`config.mk`:
```
export PLATFORM = sky130hd
export DESIGN_NAME = regfile_wb
export DESIGN_NICKNAME = d
export VERILOG_FILES = /design/src/rtl/regfile_wb.sv
export SDC_FILE = /design/constraint.sdc
export NUM_CORES = 2
export LEC_CHECK = 0
export ABC_AREA = 1
export BUFFER_PORTS_ARGS = -buffer_cell sky130_fd_sc_hd__buf_2
export CAP_MARGIN = 20
export CORE_ASPECT_RATIO = 0.6
export CORE_MARGIN = 3
export CORE_UTILIZATION = 40
export DETAILED_ROUTE_END_ITERATION = 10
export PLACE_DENSITY = 0.56
export SLEW_MARGIN = 10
export SYNTH_ARGS = -nofsm -noshare
export SYNTH_HDL_FRONTEND = slang
export SYNTH_SLANG_ARGS = --single-unit
```
`constraint.sdc`:
```
create_clock -name clk -period 4.8 [get_ports clk]
set_input_delay 0.96 -clock clk [delete_from_list [all_inputs] [get_ports clk]]
set_output_delay 0.96 -clock clk [all_outputs]
set_load 0.02 [all_outputs]
```
`src/rtl/regfile_wb.sv`:
```
// Integer register file at the MEM/WB writeback boundary: two combinational read
// ports with same-cycle writeback bypass, plus a pending-load scoreboard driving stall_req.
module regfile_wb #(
    parameter int DATA_W   = 32,
    parameter int ADDR_W   = 5,
    parameter int NUM_REGS = 32
) (
    input  logic              clk,
    input  logic              rst,
    input  logic              wb_wreg,
    input  logic [ADDR_W-1:0] wb_wd,
    input  logic [DATA_W-1:0] wb_wdata,
    input  logic              re1,
    input  logic [ADDR_W-1:0] raddr1,
    output logic [DATA_W-1:0] rdata1,
    input  logic              re2,
    input  logic [ADDR_W-1:0] raddr2,
    output logic [DATA_W-1:0] rdata2,
    input  logic              sb_set,
    input  logic [ADDR_W-1:0] sb_addr,
    input  logic              sb_flush,
    output logic              stall_req
);

    logic [DATA_W-1:0]   r_regs [NUM_REGS];
    logic [NUM_REGS-1:0] r_busy;
    logic [NUM_REGS-1:0] w_busy_next;
    logic                w_wr_en;
    logic                w_byp1;
    logic                w_byp2;

    assign w_wr_en = wb_wreg && (wb_wd != '0);
    assign w_byp1  = wb_wreg && (wb_wd == raddr1);
    assign w_byp2  = wb_wreg && (wb_wd == raddr2);

    // Set is applied after clear so a freshly issued load wins over the retiring one.
    always_comb begin
        w_busy_next = r_busy;
        if (sb_flush) begin
            w_busy_next = '0;
        end else begin
            if (w_wr_en) w_busy_next[wb_wd] = 1'b0;
            if (sb_set && (sb_addr != '0)) w_busy_next[sb_addr] = 1'b1;
        end
        w_busy_next[0] = 1'b0;
    end

    always_ff @(posedge clk) begin
        if (rst) begin
            for (int i = 0; i < NUM_REGS; i++) r_regs[i] <= '0;
            r_busy <= '0;
        end else begin
            if (w_wr_en) r_regs[wb_wd] <= wb_wdata;
            r_busy <= w_busy_next;
        end
    end

    always_comb begin
        rdata1    = '0;
        rdata2    = '0;
        stall_req = 1'b0;
        if (!rst) begin
            if (re1 && (raddr1 != '0)) rdata1 = w_byp1 ? wb_wdata : r_regs[raddr1];
            if (re2 && (raddr2 != '0)) rdata2 = w_byp2 ? wb_wdata : r_regs[raddr2];
            stall_req = (re1 && r_busy[raddr1] && !w_byp1) ||
                        (re2 && r_busy[raddr2] && !w_byp2);
        end
    end

endmodule

```
==> flow_summary.ini <==
[power_and_ir_drop]
p_sw_mw = 6.46
seq_power_share_pct = 48.3
power.total_mw = 22.4
pwr-share-comb_pct = 14.3
cell_internal_pwr_mw = 16.0
p_clk_share_pct = 37.4
cellPowerDensity_nw_per_um2 = 344
leakagePower_nw = 25.9
ir_drop_mv = 0.283
p_sw_share_pct = 28.8

[global_route]
track_usage_pct = 32.7
grt_max_degree = 147
grt_pass1_wl_um = 358000
first_global_vias = 49483
overflow = 0
antenna_found_initial = 4

[floorplanning]
die_x_um = 500
fp-row-count = 108
fp.coreArea_um2 = 145000
io_pins = 124
die_h_um = 303
start_util_pct = 40.4
die_area_um2 = 151000

[setup_path]
worst_ep_arrival_time_ns = 3.37
worstSetupPathType = in -> out
r2r_slack_ns = 4.03
crit_path_end_kind = output port
worstPathMaxFanout = 52
startpoint_type = input port
required_ns = 3.84

[clock_tree]
cts_resized = 0
clk_pin_slew_ns = 0.07
cts_setup_buffers = 0
clock_sinks = 1055
htree_num_levels = 3
root_buffer = clkbuf_16
cts_buffers = 103
cts_tree = done
clockBufferDepth = 3
clk_latency_ns = 0.73
ctsHoldBuffers = 0

[logic_synthesis]
synth_cells = 7219
ys_seq_elements = 1055
ys_types = 28
syn_avg_cell_area_um2 = 8.12
yosysSeqAreaShare_pct = 53.5
synth_warnings = 0
syn-cell-area_um2 = 58600

[drt]
vias = 54681
wl_um = 254000
drtPass1Iterations = 7
routed_via_density = 6.03
first_iter_violations = 9720
drc = 0
ant_nets = 0
post_drt_wl_per_cell_um = 28.0

[worst_hold_path]
hp-class = reg -> reg

[timing]
finalClockSkew_ns = 0
hold_ws_ns = 0.469
rsz0062_at_grt = false
period_needed_ns = 4.33
finalSetupViolCount = 0
worstMarginPinSlew_ns = 1.19
hold_viol = 0
finalSetupTns_ns = 0
fin_crit_sh_pct = 90.2
fin_ws_ns = 0.468
slew_headroom_pct = 20.2
fmax_mhz = 231
slew_viol_final = 0

[placed_design]
dp_cells = 8868
globalplace.congestion = 0.980
dp_slack_ns = 0.547
io_buffers = 123
dp_hpwl_um = 150000
postPlaceCellArea_um2 = 61900

[job]
drv_cap = 0

[run_status]
status = complete, no violations

[layout]
drive_gt1_share_pct = 8.21
syn2layout_area_growth_pct = 11.3
finalInstanceArea_um2 = 65300
fin_nets = 7112
postLayoutCoreUtil_pct = 45.0
instances_no_fill = 9061
[layer usage]
metal	wire [µm]	vias to the layer above	track usage [%]
met4	8810	2	10.5
met3	38600	534	8.82
met2	101000	4360	45.7
li1	-	23857	-
met1	105000	25928	48.8
met5	13	-	0
[kinds of logic after synthesis]
group           after synthesis  share of synthesized area (%)
buf+inv                    1134                           7.87
compound gates             1171                           11.3
flops                      1055                           53.5
simple gates               3858                           27.3
other cells                   1                        0.00639
[layout by cell type (no fill, tap or decap), drive strengths merged, types with 5 or more instances in the layout]
| cell | synthesis | layout |
|---|---|---|
| nand2 | 1779 | 1779 |
| bufinv | 0 | 9 |
| nand3 | 854 | 854 |
| o211ai | 299 | 299 |
| inv | 489 | 492 |
| clkinvlp | 0 | 5 |
| nand3b | 92 | 92 |
| conb | 1 | 32 |
| clkbuf | 342 | 131 |
| nor2 | 1111 | 1111 |
| nor3 | 16 | 16 |
| edfxtp | 1024 | 1024 |
| o21ai | 402 | 402 |
| buf | 301 | 340 |
| dfxtp | 31 | 31 |
| clkinv | 2 | 42 |
| a21oi | 466 | 466 |
[area by class of cell]
class | instances | area (µm²)
antenna | 1 | 2.50
clock buffer | 130 | 2760
clock inverter | 57 | 517
fill | 14054 | 79900
inverter | 491 | 1870
multi-input combinational | 5061 | 23000
sequential | 1055 | 31400
tap | 1925 | 2410
timing repair buffer | 341 | 3350
[worst max-delay path, cell delays in order]
cell and delay (ns):
buf_8 0.20, inv_8 0.44, nor2_1 0.08, nor3_1 0.35, nand3_4 0.38, buf_12 0.32, a21oi_1 0.29, buf_2 0.24
[final timing paths]
path                   start         end  cells after the start
hold / removal     r_busy[8]   r_busy[8]                      2
setup / recovery   raddr2[0]  rdata2[19]                      8
setup reg to reg  r_busy[10]  r_busy[10]                      4
hold reg to reg    r_busy[8]   r_busy[8]                      2
[flip-flops by register name (all words and copies together) (netlist names)]
register,cells
r_busy,31
r_regs,1024
[power groups by stage]
stage / clock (mW) / combinational (mW) / sequential, mW
3_5_place_dp: 0 / 3.08 / 11.0
4_1_cts: 8.42 / 3.09 / 10.8
3_3_place_gp: 0 / 3.04 / 11.0
5_1_grt: 8.79 / 3.39 / 10.9
2_1_floorplan: 0 / 1.79 / 11.0
6_report: 8.39 / 3.21 / 10.8
[cells in the mapped netlist (all sizes together)]
cell,n,area share [%]
nand2,1779,11
nor2,1111,7.1
edfxtp,1024,52
nand3,854,7.4
inv,489,3.1
a21oi,466,4.0
o21ai,402,3.4
clkbuf,342,2.2
buf,301,2.5
o211ai,299,3.8
nand3b,92,1.2
dfxtp,31,1.1
nor3,16,0.23
nand4,4,0.043
a21boi,2,0.026
clkinv,2,0.013
o22ai,2,0.021
or2,2,0.021
conb,1,0.0064
(Power assumes the default switching activity.)
